===== config.mk =====
export PLATFORM = sky130hd
export DESIGN_NAME = mbpp_accum
export DESIGN_NICKNAME = d
export VERILOG_FILES = /design/src/rtl/mbpp_pkg.sv /design/src/rtl/mbpp_csa32.sv /design/src/rtl/mbpp_accum.sv
export SDC_FILE = /design/constraint.sdc
export NUM_CORES = 1
export LEC_CHECK = 0
export ABC_AREA = 1
export BUFFER_PORTS_ARGS = -buffer_cell sky130_fd_sc_hd__buf_2
export CAP_MARGIN = 20
export CORE_MARGIN = 1.5
export CORE_UTILIZATION = 30
export CTS_CLUSTER_SIZE = 14
export DETAILED_ROUTE_END_ITERATION = 7
export SLEW_MARGIN = 20
export SYNTH_ARGS = -nofsm -noshare
export SYNTH_HDL_FRONTEND = slang
export SYNTH_SLANG_ARGS = --single-unit

===== constraint.sdc =====
create_clock -name clk_i -period 8.3 [get_ports clk_i]
set_input_delay 0.83 -clock clk_i [delete_from_list [all_inputs] [get_ports clk_i]]
set_output_delay 0.83 -clock clk_i [all_outputs]
set_load 0.05 [all_outputs]

===== src/rtl/mbpp_pkg.sv =====
// Shared types and width derivations for the modified-Booth partial-product accumulator.
package mbpp_pkg;

  typedef enum logic [1:0] {
    IDLE,
    ACC,
    RESOLVE,
    DONE
  } state_t;

  localparam int unsigned MBPP_CSA_MAX_W = 64;

  typedef struct packed {
    logic [MBPP_CSA_MAX_W-1:0] sum;
    logic [MBPP_CSA_MAX_W-1:0] carry;
  } csa_t;

  function automatic int unsigned f_c_dw(input int unsigned m_dw, input int unsigned n_dw);
    return m_dw + n_dw;
  endfunction

  function automatic int unsigned f_pp(input int unsigned n_dw);
    return (n_dw % 2 == 1) ? (n_dw / 2 + 2) : (n_dw / 2 + 1);
  endfunction

  function automatic int unsigned f_ncyc(input int unsigned pp, input int unsigned ppc);
    return (pp + ppc - 1) / ppc;
  endfunction

endpackage


===== src/rtl/mbpp_csa32.sv =====
// Width-parameterised 3:2 carry-save compressor; carry output is pre-shifted and truncated to W bits.
module mbpp_csa32 #(
  parameter int unsigned W = 16
) (
  input  logic [W-1:0] i_a,
  input  logic [W-1:0] i_b,
  input  logic [W-1:0] i_c,
  output logic [W-1:0] o_sum,
  output logic [W-1:0] o_carry
);

  logic [W-1:0] w_maj;

  assign w_maj   = (i_a & i_b) | (i_a & i_c) | (i_b & i_c);
  assign o_sum   = i_a ^ i_b ^ i_c;
  assign o_carry = w_maj << 1;

endmodule


===== src/rtl/mbpp_accum.sv =====
// Sequential partial-product accumulator: sums PP_PER_CYC Booth rows per cycle into a C_DW-bit product.
// Define MBPP_ACCUM_CSA_EN to keep the accumulator in carry-save form with a final RESOLVE add.
module mbpp_accum
  import mbpp_pkg::*;
#(
  parameter int unsigned M_DW       = 8,
  parameter int unsigned N_DW       = 8,
  parameter int unsigned PP_PER_CYC = 2,
  localparam int unsigned C_DW      = f_c_dw(M_DW, N_DW),
  localparam int unsigned PP        = f_pp(N_DW),
  localparam int unsigned NCYC      = f_ncyc(PP, PP_PER_CYC)
) (
  input  logic                     clk_i,
  input  logic                     rst_i,
  input  logic [PP-1:0][C_DW-1:0]  pp_i,
  input  logic                     valid_i,
  output logic                     ready_o,
  output logic [C_DW-1:0]          prod_o,
  output logic                     valid_o,
  input  logic                     ready_i
);

  localparam int unsigned CW = $clog2(NCYC + 2);

  state_t                  r_state;
  state_t                  w_next;
  logic [PP-1:0][C_DW-1:0] r_rows;
  logic [C_DW-1:0]         r_sel [PP_PER_CYC];
  logic [C_DW-1:0]         w_sel [PP_PER_CYC];
  logic [CW-1:0]           r_idx;
  logic [C_DW-1:0]         r_acc;
  logic                    w_accept;
  logic                    w_last;

`ifdef MBPP_ACCUM_CSA_EN
  csa_t                    r_cs;
  logic [C_DW-1:0]         w_s [PP_PER_CYC+1];
  logic [C_DW-1:0]         w_c [PP_PER_CYC+1];

  assign w_s[0] = r_cs.sum[C_DW-1:0];
  assign w_c[0] = r_cs.carry[C_DW-1:0];

  for (genvar k = 0; k < PP_PER_CYC; k++) begin : g_csa
    mbpp_csa32 #(.W(C_DW)) u_csa (
      .i_a     (w_s[k]),
      .i_b     (w_c[k]),
      .i_c     (r_sel[k]),
      .o_sum   (w_s[k+1]),
      .o_carry (w_c[k+1])
    );
  end
`else
  logic [C_DW-1:0]         w_grp;

  always_comb begin
    w_grp = '0;
    for (int unsigned k = 0; k < PP_PER_CYC; k++) begin
      w_grp = w_grp + r_sel[k];
    end
  end
`endif

  assign prod_o = r_acc;

  always_ff @(posedge clk_i or posedge rst_i) begin
    if (rst_i) begin
      r_state <= IDLE;
    end else begin
      r_state <= w_next;
    end
  end

  always_comb begin
    w_next   = r_state;
    ready_o  = 1'b0;
    valid_o  = 1'b0;
    w_accept = 1'b0;
    w_last   = (r_idx == CW'(NCYC));
    case (r_state)
      IDLE: begin
        ready_o = 1'b1;
        if (valid_i) begin
          w_accept = 1'b1;
          w_next   = ACC;
        end
      end
      ACC: begin
        if (w_last) begin
`ifdef MBPP_ACCUM_CSA_EN
          w_next = RESOLVE;
`else
          w_next = DONE;
`endif
        end
      end
      RESOLVE: w_next = DONE;
      DONE: begin
        valid_o = 1'b1;
        ready_o = ready_i;
        if (ready_i) begin
          if (valid_i) begin
            w_accept = 1'b1;
            w_next   = ACC;
          end else begin
            w_next = IDLE;
          end
        end
      end
      default: w_next = IDLE;
    endcase
  end

  // Row groups are registered one cycle ahead of the accumulator, so ACC spans NCYC+1 edges:
  // the first loads group 0, the last folds in group NCYC-1.
  always_comb begin
    for (int unsigned k = 0; k < PP_PER_CYC; k++) begin
      w_sel[k] = '0;
    end
    for (int unsigned g = 0; g < NCYC; g++) begin
      if (r_idx == CW'(g)) begin
        for (int unsigned k = 0; k < PP_PER_CYC; k++) begin
          if (g * PP_PER_CYC + k < PP) begin
            w_sel[k] = r_rows[g * PP_PER_CYC + k];
          end
        end
      end
    end
  end

  always_ff @(posedge clk_i or posedge rst_i) begin
    if (rst_i) begin
      r_rows <= '0;
      r_idx  <= '0;
      r_acc  <= '0;
      for (int unsigned k = 0; k < PP_PER_CYC; k++) begin
        r_sel[k] <= '0;
      end
`ifdef MBPP_ACCUM_CSA_EN
      r_cs   <= '0;
`endif
    end else if (w_accept) begin
      r_rows <= pp_i;
      r_idx  <= '0;
      r_acc  <= '0;
      for (int unsigned k = 0; k < PP_PER_CYC; k++) begin
        r_sel[k] <= '0;
      end
`ifdef MBPP_ACCUM_CSA_EN
      r_cs   <= '0;
`endif
    end else if (r_state == ACC) begin
      r_idx <= r_idx + 1'b1;
      for (int unsigned k = 0; k < PP_PER_CYC; k++) begin
        r_sel[k] <= w_sel[k];
      end
`ifdef MBPP_ACCUM_CSA_EN
      r_cs  <= '{sum: MBPP_CSA_MAX_W'(w_s[PP_PER_CYC]), carry: MBPP_CSA_MAX_W'(w_c[PP_PER_CYC])};
`else
      r_acc <= r_acc + w_grp;
`endif
    end
`ifdef MBPP_ACCUM_CSA_EN
    else if (r_state == RESOLVE) begin
      r_acc <= r_cs.sum[C_DW-1:0] + r_cs.carry[C_DW-1:0];
    end
`endif
  end

endmodule


Word-level counts from Yosys, hierarchy flattened

Index checks and enable logic that the tools add are counted.

Multiplexer cells: 19
Add/sub/neg operators: 3
Reductions and logical operators: 4
Eq/ne operators: 9

Operators by type and width:

| operator            | count |
|---|---|
| $mux 32             | 4 |
| $mux 16             | 3 |
| $add 16x16->16      | 2 |
| $pmux 2 s4          | 1 |
| $eq 3x2->1 const B  | 2 |
| $mux 2              | 3 |
| $mux 3              | 2 |
| $ne 2x2->1 const B  | 3 |
| $eq 2x2->1 const B  | 2 |
| $mux 1              | 4 |
| $pmux 1 s2          | 2 |
| $add 3x1->3 const B | 1 |
| $eq 3x1->1 const B  | 1 |
| $logic_not 3->1     | 1 |
| $reduce_and 3->1    | 1 |
| $eq 2x1->1 const B  | 1 |
| $logic_not 2->1     | 1 |
| $reduce_bool 2->1   | 1 |

Register bits after elaboration: 133
Input bits: 84
Word-level logic and storage cells: 45

Logic depth before layout (Yosys ltp)

Depth in word-level cells: 6
Gate-level depth with buffers: 14
Gate-level depth less buffers: 14

Least setup slack after synthesis

OpenSTA, ideal clock, no wires.

Path type: register to register
From: register r_acc[1] (netlist: prod_o[1])
To: register r_acc[15] (netlist: prod_o[15])
Stages on the path, launching flop included: 12
Arrival: 2293 ps
Clock period less this slack: 2411 ps
Path slack: 5889 ps
Path through: dfrtp_1 fa_1 ha_1 fa_1 nand2_1 nand2_1 nand3_1 nand2_1 nand2_1 nand3_1 nand3_1 nand2_1

Longest elaborated chain between the ends: 3

RTL lines:

| what                   | RTL line          | source |
|---|---|---|
| from (decl)            | mbpp_accum.sv:31  | `logic [C_DW-1:0] r_acc;` |
| from (signal assigned) | mbpp_accum.sv:159 | `r_acc <= r_acc + w_grp;` |
| $add 16x16->16         | mbpp_accum.sv:159 |  |
| $mux 16                | mbpp_accum.sv:151 | `end else if (r_state == ACC) begin` |
| $mux 16                | mbpp_accum.sv:141 | `end else if (w_accept) begin` |

Every way passes these cells. The select of a mux whose other input is x is not followed.
A chain may end at the register's enable or synchronous reset.

Worst setup path after layout

From: register r_state[0]
To: register r_rows[28] in the netlist's numbering

Longest elaborated chain between the ends: 2

RTL lines:

| what                                                 | RTL line          | source |
|---|---|---|
| from (decl)                                          | mbpp_accum.sv:25  | `state_t r_state;` |
| from (signal assigned)                               | mbpp_accum.sv:69  | `r_state <= w_next;` |
| $eq 2x2->1 / $logic_not 2->1 (equally long branches) | mbpp_accum.sv:79  | `case (r_state)` |
| $pmux 1 s2 (*)                                       | mbpp_accum.sv:79  |  |
| to (signal assigned)                                 | mbpp_accum.sv:142 | `r_rows <= pp_i;` |
| to (decl)                                            | mbpp_accum.sv:27  | `logic [PP-1:0][C_DW-1:0] r_rows;` |

Every way passes the cells marked *; elsewhere a longest branch is shown, timed or not.

==> impl_metrics.env <==
export IMPL_die_h_um=154
export IMPL_period_minus_slack_ns=2.62
export IMPL_synth_top_area_share_pct=48.9
export IMPL_groute_usage_overall_pct=14.1
export IMPL_end_kind="register"
export IMPL_synth_main_ff_cell="dfrtp_1"
export IMPL_dp_hpwl_um=11300
export IMPL_relSlewSlack_pct=26.7
export IMPL_cts_tree="yes"
export IMPL_drtAntennaViolNets=0
export IMPL_drtPass1Iterations=4
export IMPL_worst_slew_pin_transition_ns=1.10
export IMPL_ir_worst_vdd_v=0.000176
export IMPL_viasPerCell=4.53
export IMPL_drt_total_wl_um=15700
export IMPL_grt_start_max_net_pins=91
export IMPL_synth_area_um2=6810
export IMPL_cp_required_ns=8.60
export IMPL_syn_area_per_cell_um2=9.40
export IMPL_maxCapViolations=0
export IMPL_rsz0062_at_grt="no"
export IMPL_dpl_cell_count=1082
export IMPL_cp_max_fo=90
export IMPL_cts_path_max_buffers=2
export IMPL_drtIter0Drc=334
export IMPL_worstSkewPairLatency_ns=0.42
export IMPL_r2r_start="r_state[0]$_DFFE_PP0P_"
export IMPL_p_leak_uw=0.00426
export IMPL_cts_setup_buffers=0
export IMPL_synth_area_leaders="dfrtp_1, nand2_1, mux2_2, inv_1, fa_1"
export IMPL_cts_repair_resized=0
export IMPL_hp_class="in -> async"
export IMPL_io_buffers=101
export IMPL_yosysTopAreaCell="dfrtp_1"
export IMPL_timing_final_ws_setup_ns=5.68
export IMPL_final_setup_tns_ns=0
export IMPL_min_period_over_period_pct=31.6
export IMPL_grt_pass1_wl_um=26000
export IMPL_setup_worst_path_start_class="register"
export IMPL_cts_root_buf="clkbuf_16"
export IMPL_core_um2=22000
export IMPL_finalHoldViolations=0
export IMPL_dpl_worst_slack_ns=5.44
export IMPL_die_w_um=154
export IMPL_multi_input_area_um2=2980
export IMPL_synthCells=724
export IMPL_powerDensity_nw_per_um2=442
export IMPL_max_freq_ghz=0.382
export IMPL_async_flop_share_pct=100
export IMPL_hold_buffers=0
export IMPL_initial_utilization_pct=30.9
export IMPL_cts_buffers=17
export IMPL_fillers=2268
export IMPL_reg2regPathDepth=6
export IMPL_yosysWarnings=0
export IMPL_syn_nets=847
export IMPL_yosysSeqAreaShare_pct=48.9
export IMPL_layout_nets=945
export IMPL_regArea_um2=3330
export IMPL_worst_r2r_endpoint="r_rows[28]$_DFFE_PP0P_"
export IMPL_ios=102
export IMPL_synth_seq_cells=133
export IMPL_layout_commonest_cell="nand2_1"
export IMPL_fp_dieArea_um2=23600
export IMPL_startpoint="r_state[0]$_DFFE_PP0P_"
export IMPL_final_cell_mix="nand2_1, dfrtp_1, buf_2"
export IMPL_via_count=5044
export IMPL_drc=0
export IMPL_setup_viol=0
export IMPL_synth_edf_count=0
export IMPL_cp_arrival_ns=2.92
export IMPL_slew_violations=0
export IMPL_cts_htree_levels=4
export IMPL_final_layout_size_suffix_gt1_share_pct=23.5
export IMPL_path_clk_slew_ns=0.06
export IMPL_first_global_vias=5015
export IMPL_yosysUniqueCellTypes=33
export IMPL_grt_overflow_total=0
export IMPL_area_growth_synth_to_final_pct=19.5
export IMPL_wl_per_cell_um=14.1
export IMPL_antenna_found_initial=0
export IMPL_routabilityCongestion=0.861
export IMPL_rows=54
export IMPL_status="finished, final reports clean"
export IMPL_timing_hold_ws_ns=0.369
export IMPL_crit_type="reg -> reg"
export IMPL_rrSetupSlack_ns=5.68
export IMPL_cp_endpoint="r_rows[28]$_DFFE_PP0P_"
export IMPL_clock_sinks=133
export IMPL_skew_ns=0.00665
export IMPL_stdcell_count=1114
-- synth_stat cells (5+ instances only) --
library cell	number
nand3_1	19
a21oi_1	33
nand2_1	180
mux2_2	34
fa_1	16
nand2_2	5
buf_2	13
mux2_4	15
a31oi_1	7
ha_1	23
o22ai_1	21
o21ai_0	37
o211ai_1	9
buf_6	5
dfrtp_1	133
inv_1	87
nor2_1	58
-- logic make-up after synthesis --
family	count (synthesis)	share of synthesized area [%]
AOI/OAI and AO/OA	114	9.49
xor gates and xnor gates	3	0.386
adders and majority gates	39	8.93
buffers and inverters	116	7.30
DFF	133	48.9
muxes	49	8.93
and+or+nand+nor	270	16.1
-- sequential cells by signal (all words and copies together), names as in the netlist --
name / cells
prod_o: 16
r_idx: 3
r_sel: 32
r_state: 2
r_rows: 80
-- metal layers --
metal	part of all wire, %	GRT usage [%]	vias to the layer above
met5	0	0	-
met1	51	20.3	2400
met4	1.3	5.13	0
met3	3.4	2.85	14
li1	-	-	2538
met2	44	20.8	92
-- cell type report --
class | count | area share, %
Multi-Input combinational cell | 475 | 36.7
Tap cell | 280 | 4.31
Antenna cell | 1 | 0.0308
Clock inverter | 8 | 1.25
Sequential cell | 133 | 40.9
Timing Repair Buffer | 104 | 6.74
Clock buffer | 22 | 5.83
Inverter | 91 | 4.23
-- how the worst min path moves through the flow --
| stage | end | depth (start not counted) |
|---|---|---|
| finish | r_rows[66]$_DFFE_PP0P_ | 2 |
| floorplan | r_rows[54]$_DFFE_PP0P_ | 2 |
| CTS | r_rows[61]$_DFFE_PP0P_ | 2 |
| global route | r_rows[4]$_DFFE_PP0P_ | 2 |
| global placement | r_rows[59]$_DFFE_PP0P_ | 2 |
| detailed placement | r_rows[62]$_DFFE_PP0P_ | 2 |
-- critical path: stages, from the launching register on --
cell     delay [ns]
dfrtp_1        0.37
inv_1          0.08
ha_1           0.22
a21o_2         0.21
nand3_4        0.23
buf_4          0.84
mux2_2         0.42
-- power by group --
| group | switching (µW) | internal, µW |
|---|---|---|
| Clock | 275 | 462 |
| Combinational | 1070 | 653 |
| Sequential | 186 | 948 |
| Total | 1530 | 2060 |
-- through the flow --
stage | utilization (%) | power, µW | cell area, µm²
finish | 36.9 | 3590 | 8130
detailed placement | 34.2 | 2880 | 7520
floorplan | - | 2480 | 6810
global route | 36.9 | 3910 | 8130
CTS | 36.8 | 3620 | 8100
global placement | 34.2 | 2840 | 7520
No activity file was read; power rests on OpenSTA's default activity.
